`src/rtl/spi_tx_fifo.sv`:
```
// Transmit FIFO between the command handler and the SPI slave write port.
// Queued words are drained one at a time as strobes separated by a gap cycle.
module spi_tx_fifo #(
  parameter int unsigned WIDTH = 24,
  parameter int unsigned DEPTH = 8
) (
  input  logic                     CLK,
  input  logic                     resetn,
  input  logic                     flush,
  input  logic                     push,
  input  logic [WIDTH-1:0]         push_data,
  output logic                     full,
  output logic                     empty,
  output logic [$clog2(DEPTH):0]   level,
  output logic                     overflow,
  input  logic                     spi_wr_buffer_free,
  output logic                     spi_wr_en,
  output logic [WIDTH-1:0]         spi_wr_data
);

  localparam int unsigned AW = $clog2(DEPTH);
  localparam logic [AW:0] DEPTH_C = (AW+1)'(DEPTH);

  typedef enum logic [1:0] {IDLE, SEND, GAP} state_t;

  logic [WIDTH-1:0] mem [DEPTH];
  logic [AW-1:0]    rptr, wptr;
  logic [AW:0]      count;
  state_t           state;
  logic             do_push, do_pop;

  assign full  = (count == DEPTH_C);
  assign empty = (count == '0);
  assign level = count;

  // full and empty come from the pre-edge count, so a push into a full FIFO
  // is dropped even when the drain pops in the same cycle
  assign do_push = push & ~flush & ~full;
  assign do_pop  = (state == IDLE) & ~empty & spi_wr_buffer_free & ~flush;

  always_ff @(posedge CLK) begin
    if (do_push) mem[wptr] <= push_data;
  end

  always_ff @(posedge CLK or negedge resetn) begin
    if (!resetn) begin
      rptr        <= '0;
      wptr        <= '0;
      count       <= '0;
      state       <= IDLE;
      overflow    <= 1'b0;
      spi_wr_en   <= 1'b0;
      spi_wr_data <= '0;
    end else if (flush) begin
      rptr      <= '0;
      wptr      <= '0;
      count     <= '0;
      state     <= IDLE;
      overflow  <= 1'b0;
      spi_wr_en <= 1'b0;
    end else begin
      if (push && full) overflow <= 1'b1;
      if (do_push) wptr <= wptr + 1'b1;
      if (do_pop)  rptr <= rptr + 1'b1;
      case ({do_push, do_pop})
        2'b10:   count <= count + 1'b1;
        2'b01:   count <= count - 1'b1;
        default: count <= count;
      endcase
      case (state)
        IDLE: begin
          spi_wr_en <= 1'b0;
          if (do_pop) begin
            spi_wr_data <= mem[rptr];
            spi_wr_en   <= 1'b1;
            state       <= SEND;
          end
        end
        SEND: begin
          spi_wr_en <= 1'b0;
          state     <= GAP;
        end
        default: begin
          spi_wr_en <= 1'b0;
          state     <= IDLE;
        end
      endcase
    end
  end

endmodule

```
`config.mk`:
```
export PLATFORM = sky130hd
export DESIGN_NAME = spi_tx_fifo
export DESIGN_NICKNAME = d
export VERILOG_FILES = /design/src/rtl/spi_tx_fifo.sv
export SDC_FILE = /design/constraint.sdc
export NUM_CORES = 1
export LEC_CHECK = 0
export ABC_AREA = 1
export CAP_MARGIN = 40
export CORE_MARGIN = 2
export CORE_UTILIZATION = 60
export DETAILED_ROUTE_END_ITERATION = 10
export GPL_ROUTABILITY_DRIVEN = 1
export PLACE_DENSITY = 0.85
export SLEW_MARGIN = 40
export SYNTH_ARGS = -nofsm -noshare
export SYNTH_HDL_FRONTEND = slang
export SYNTH_SLANG_ARGS = --single-unit
export TNS_END_PERCENT = 10
```
`constraint.sdc`:
```
create_clock -name CLK -period 7.05 [get_ports CLK]
set_clock_uncertainty 0.15 [all_clocks]
set_input_delay 2.115 -clock CLK [delete_from_list [all_inputs] [get_ports CLK]]
set_output_delay 2.115 -clock CLK [all_outputs]
set_load 0.01 [all_outputs]
```
==> Yosys cells after proc, flatten, opt, wreduce, memory -nomap -nowiden <==
Memory sizes are Yosys's and may differ from the RTL's. A register that Yosys moved wholly into a read port is not among the register bits.
Cells that the tools add are included.
{ "totals": {"register_bits": 14, "latchBits": 0, "ram_bits": 192, "romBits": 0, "input_bits": 29, "output_inout_bits": 32, "mem_count": 1} }
{ "classes": {"addsub": 4, "mul": 0, "div": 0, "order_cmp": 0, "n_eq_ne": 5, "n_shift": 0, "mux": 16, "n_bitwise": 8, "n_reduce_logical": 9} }
{ "mem_list": {"columns": ["name", "words", "width", "read_ports", "rd_clocked_by_memory_dff", "write_ports", "line", "rtl"], "rows": [
  ["mem", 8, 24, 1, 1, 1, "26", "logic [WIDTH-1:0] mem [DEPTH];"]
]} }
{ "op_table": {"columns": ["cell", "count"], "rows": [
  ["$mux W3", 4],
  ["$pmux W4 S2", 1],
  ["$mux W1", 7],
  ["$add A3 B1 Y3 const B", 2],
  ["$reduce_bool A2 Y1", 3],
  ["$and A1 B1 Y1", 5],
  ["$add A4 B1 Y4 const B", 1],
  ["$eq A2 B1 Y1 const B", 2],
  ["$eq A4 B4 Y1 const B", 1],
  ["$logic_not A4 Y1", 1],
  ["$mux W2", 2],
  ["$mux W4", 1],
  ["$pmux W2 S2", 1],
  ["$sub A4 B1 Y4 const B", 1],
  ["$ne A3 B3 Y1 const B", 1],
  ["$not A1 Y1", 3],
  ["$reduce_and A3 Y1", 1],
  ["$reduce_bool A3 Y1", 1],
  ["$eq A2 B2 Y1 const B", 1],
  ["$logic_not A2 Y1", 1],
  ["$logic_and A1 B1 Y1", 1],
  ["$logic_not A1 Y1", 1]
]} }

==> Depth between registers and ports, before layout <==
{ "depth": {"depth_word": 8, "depth_mapped": 16, "depth_no_buf": 16} }

==> Least setup slack after synthesis <==
Ideal clock, no wire load.
{ "synth_path": {"path_type": "input to register", "startpoint": "input push", "endpoint": "memory mem[0][0] (enable)", "arrival_time_ps": 3579, "t_required_ps": 6495, "slack_ps": 2917, "path_stages": 6, "cell_sequence": "inv_1 > nor2_1 > nand2_2 > inv_2 > nand2_1 > nor2_1"} }
{ "synth_between": {"elab_chain_len": 4} }
{ "synth_lines": {"columns": ["element", "line", "rtl"], "rows": [
  ["start, declared", "10", "input logic push,"],
  ["$and A1 B1 Y1 (2 in series)", "38", "assign do_push = push & ~flush & ~full;"],
  ["$mux W1", "42", "if (do_push) mem[wptr] <= push_data;"],
  ["$mux W1 (implied by the code)", "42", null],
  ["end, declared", "26", null]
]} }
Every way passes these cells.

==> Final worst setup path <==
{ "layout_path": {"startpoint": "register count[1], in the netlist level[1]", "endpoint": "output full"} }
{ "layout_between": {"elab_chain_len": 1} }
{ "layout_lines": {"columns": ["element", "line", "rtl"], "rows": [
  ["start, declared", "28", "logic [AW:0] count;"],
  ["start signal, assigned", "66", "2'b10: count <= count + 1'b1;"],
  ["start signal, assigned", "67", "2'b01: count <= count - 1'b1;"],
  ["start signal, assigned", "68", "default: count <= count;"],
  ["$eq A4 B4 Y1", "32", "assign full = (count == DEPTH_C);"],
  ["end, declared", "12", "output logic full,"]
]} }
Every way passes these cells.

==> summary.md <==
| Metric | Value |
|---|---|
| Hold Startpoint | `state[1]$_DFFE_PN0P_` |
| Number of remaining DRC errors | `0` |
| Max-Cap Viols | `0` |
| Post-Synth Adder-Cell Area | `0.750%` |
| Post-CTS Resized | `0` |
| First-pass DRT Iterations | `5` |
| CP Class | `reg -> out` |
| Final ANT Viol Nets | `0` |
| Non-filler cells, final | `1037` |
| Hold Path Stages | `1` |
| Worst Max-Slew Pin Slew | `0.764 ns` |
| Synth Net Count | `812` |
| Placed cell count | `996` |
| Hold slack final | `0.274 ns` |
| H-Tree Depth | `1` |
| Initial antenna violation count | `0` |
| Required @ worst endpoint | `4.79 ns` |
| CTS tree | `yes` |
| Final Wtd Congestion | `0.780` |
| Setup ws final | `2.93 ns` |
| #FFs+latches synth | `230` |
| Die Area | `0.0166 mm^2` |
| Power per standard cell area | `355 mW/mm^2` |
| Pin count of the biggest net entering global routing | `119` |
| Post-synthesis sequential area ratio | `71.9%` |
| Mapped Area | `0.00935 mm^2` |
| Initial DRC Count | `682` |
| Final wirelength | `19000 um` |
| Number of clock sinks | `230` |
| WL/cell | `18.3 um` |
| Total leakage power | `4.13 nW` |
| Critical Path AT | `1.85 ns` |
| Cts bufs inserted | `23` |
| Crit share post-route | `58.4%` |
| Global-route wire length before repair | `29900 um` |
| Slew HR | `49.1%` |
| Setup TNS | `0 ns` |
| CTS Hold Bufs | `0` |
| Yosys cell types | `24` |
| P&R area growth vs syn | `15.9%` |
| Reg-to-reg slack, setup | `4.54 ns` |
| Worst-path fanout max | `6` |
| Port Buffers | `60` |
| # IOs | `61` |
| Outcome | `complete, no violations` |
| Final hold vios | `0` |
| Max Clk Rate | `243 MHz` |
| Yosys Warn Count | `0` |
| Max VDD drop | `254 uV` |
| Slew Limit Fails | `0` |
| FF-to-FF Start | `rptr[0]$_DFFE_PN0P_` |
| Vias | `5987` |
| Complex-gate fraction of the synthesized area | `9.53%` |
| Min cycle time layout | `4.12 ns` |
| Number of core rows | `45` |
| Reg2Reg Capture Point | `spi_wr_data[6]$_DFFE_PN0P_` |
| Clock Tree Buf Depth | `3` |
| R2r worst-path depth | `6` |
| Syn avg cell area | `12.0 um^2` |
| Pre-CTS setup slack | `2.53 ns` |
| Slowest CP cell | `clkdlybuf4s50_1` |
| Nets@finish | `867` |
| Post-route cell area | `0.0108 mm^2` |
| RSZ-0062 raised after global routing | `false` |
| Chip Height | `129 um` |
| Min-delay worst type | `reg -> reg` |
| Slowest stage delay, CP | `0.52 ns` |
| Reg clk slew, reported paths | `0.06 ns` |
| Largest family of logic cells by synthesized area | `simple AND/OR/NAND/NOR gates` |
| Endpoint class of the critical path | `output pin` |
| XOR/XNOR share of the synthesized area | `0.0937%` |
| Setup-failing EPs final | `0` |
| Crit path cell chain | `nor2_1 > nand2_1 > inv_1 > clkdlybuf4s50_1` |
| Cells after synthesis | `778` |
| Antenna Cells | `0` |
| Mux cell area share after synthesis | `0%` |
| Die Wd | `129 um` |
| WHS Endpoint | `state[1]$_DFFE_PN0P_` |
| Dpl cell area | `0.0101 mm^2` |
| Post-Synth Simple-Gate Area | `10.6%` |
| CP Launch Type | `register` |
| Post-DP HPWL | `10300 um` |
| Starting density of the core | `61.5%` |
| Layout cells sized above 1 | `7.66%` |
| Root Driver | `clkbuf_16` |
| GRT Total Usage | `23.6%` |
| Core box area | `0.0152 mm^2` |
| Via/cell ratio | `5.77` |
| Post-CTS setup repair buffer count | `0` |
| Clk_lat worst skew | `0.51 ns` |
| Gr ovfl total | `0` |
| Vias in the first global route | `5854` |
-- sequential cells by signal, indices dropped and copies added (netlist names) --
signal,flops
spi_wr_data,24
level,4
spi_wr_en,1
rptr,3
state,2
wptr,3
overflow,1
mem,192
-- per-stage QoR --
step | utilization (%) | power [W]
6_report | 71.3 | 0.00384
5_1_grt | 71.3 | 0.00402
4_1_cts | 71.3 | 0.00385
3_5_place_dp | 66.2 | 0.00262
3_3_place_gp | 66.1 | 0.00259
2_1_floorplan | - | 0.00231
-- Yosys cell counts --
cell | count | share of area, %
buf_4 | 3 | 0.24
nand3_1 | 82 | 4.4
buf_1 | 1 | 0.040
ha_1 | 4 | 0.54
buf_2 | 18 | 0.96
nand4_1 | 1 | 0.067
nand2_1 | 128 | 5.1
clkinv_1 | 1 | 0.040
buf_6 | 6 | 0.72
nor2_1 | 17 | 0.68
o21a_1 | 2 | 0.16
dfrtp_1 | 38 | 10
clkbuf_1 | 14 | 0.56
edfxtp_1 | 192 | 62
o211ai_1 | 48 | 3.9
a21oi_1 | 50 | 2.7
xor2_1 | 1 | 0.094
fa_1 | 1 | 0.21
nand2_2 | 2 | 0.13
o21ai_0 | 53 | 2.8
nor2_2 | 1 | 0.067
nor2_4 | 1 | 0.12
inv_1 | 110 | 4.4
inv_2 | 4 | 0.16
-- logic make-up (layout without fill, tap and decap cells) --
logic type | after synthesis | count (layout)
AO/OA/AOI/OAI | 153 | 153
XOR/XNOR | 1 | 1
adder cells (fa/ha/maj) | 5 | 5
buffers and inverters | 157 | 228
flip-flops | 230 | 230
AND/OR/NAND/NOR | 232 | 232
-- layer usage --
layer,GRT usage (%),wire length [um],vias to the layer above
met1,32.1,7680,2879
li1,-,-,2795
met2,38.7,9320,272
met5,0,0,-
met3,3.74,1590,41
met4,9.34,407,0
-- worst max-delay path, delay by kind of cell (launching register included) --
kind,cells,cell delay [ns]
AND/OR/NAND/NOR,2,0.30
buffers and inverters,2,0.59
flip-flops,1,0.46
-- worst max path at each step --
stage	from	end	slack (ns)	cells after the start
finish	level[1]$_DFFE_PN0P_	full	2.93	4
detailed placement	push	mem[2][4]$_DFFE_PP_	2.53	8
global route	push	mem[2][21]$_DFFE_PP_	2.85	8
CTS	level[1]$_DFFE_PN0P_	full	2.91	4
floorplan	push	mem[0][0]$_DFFE_PP_	2.92	6
global placement	push	mem[2][4]$_DFFE_PP_	2.57	8
-- power by group --
group | internal [W] | switching (W) | leakage, nW | total [W]
Clock | 0.000755 | 0.000476 | 0.376 | 0.00123
Combinational | 0.000360 | 0.000516 | 1.53 | 0.000877
Sequential | 0.00160 | 0.000137 | 2.22 | 0.00174
-- cell type report --
| type | instances | area, um^2 |
|---|---|---|
| Clock buffer | 35 | 661 |
| Clock inverter | 6 | 109 |
| Fill cell | 997 | 4370 |
| Inverter | 115 | 433 |
| Multi-Input combinational cell | 391 | 1980 |
| Sequential cell | 230 | 6720 |
| Tap cell | 188 | 235 |
| Timing Repair Buffer | 72 | 696 |
-- cells in the final DEF (no fill, tap or decap), drive strengths merged, types with 3 or more instances in the layout --
cell | Yosys | layout
nor2 | 19 | 19
bufinv | 0 | 3
o21ai | 53 | 53
clkdlybuf4s50 | 0 | 59
edfxtp | 192 | 192
nand2 | 130 | 130
nand3 | 82 | 82
a21oi | 50 | 50
o211ai | 48 | 48
dfrtp | 38 | 38
ha | 4 | 4
buf | 28 | 13
clkbuf | 14 | 35
clkinv | 1 | 3
inv | 114 | 115
Power figures use the tool's default switching activity.
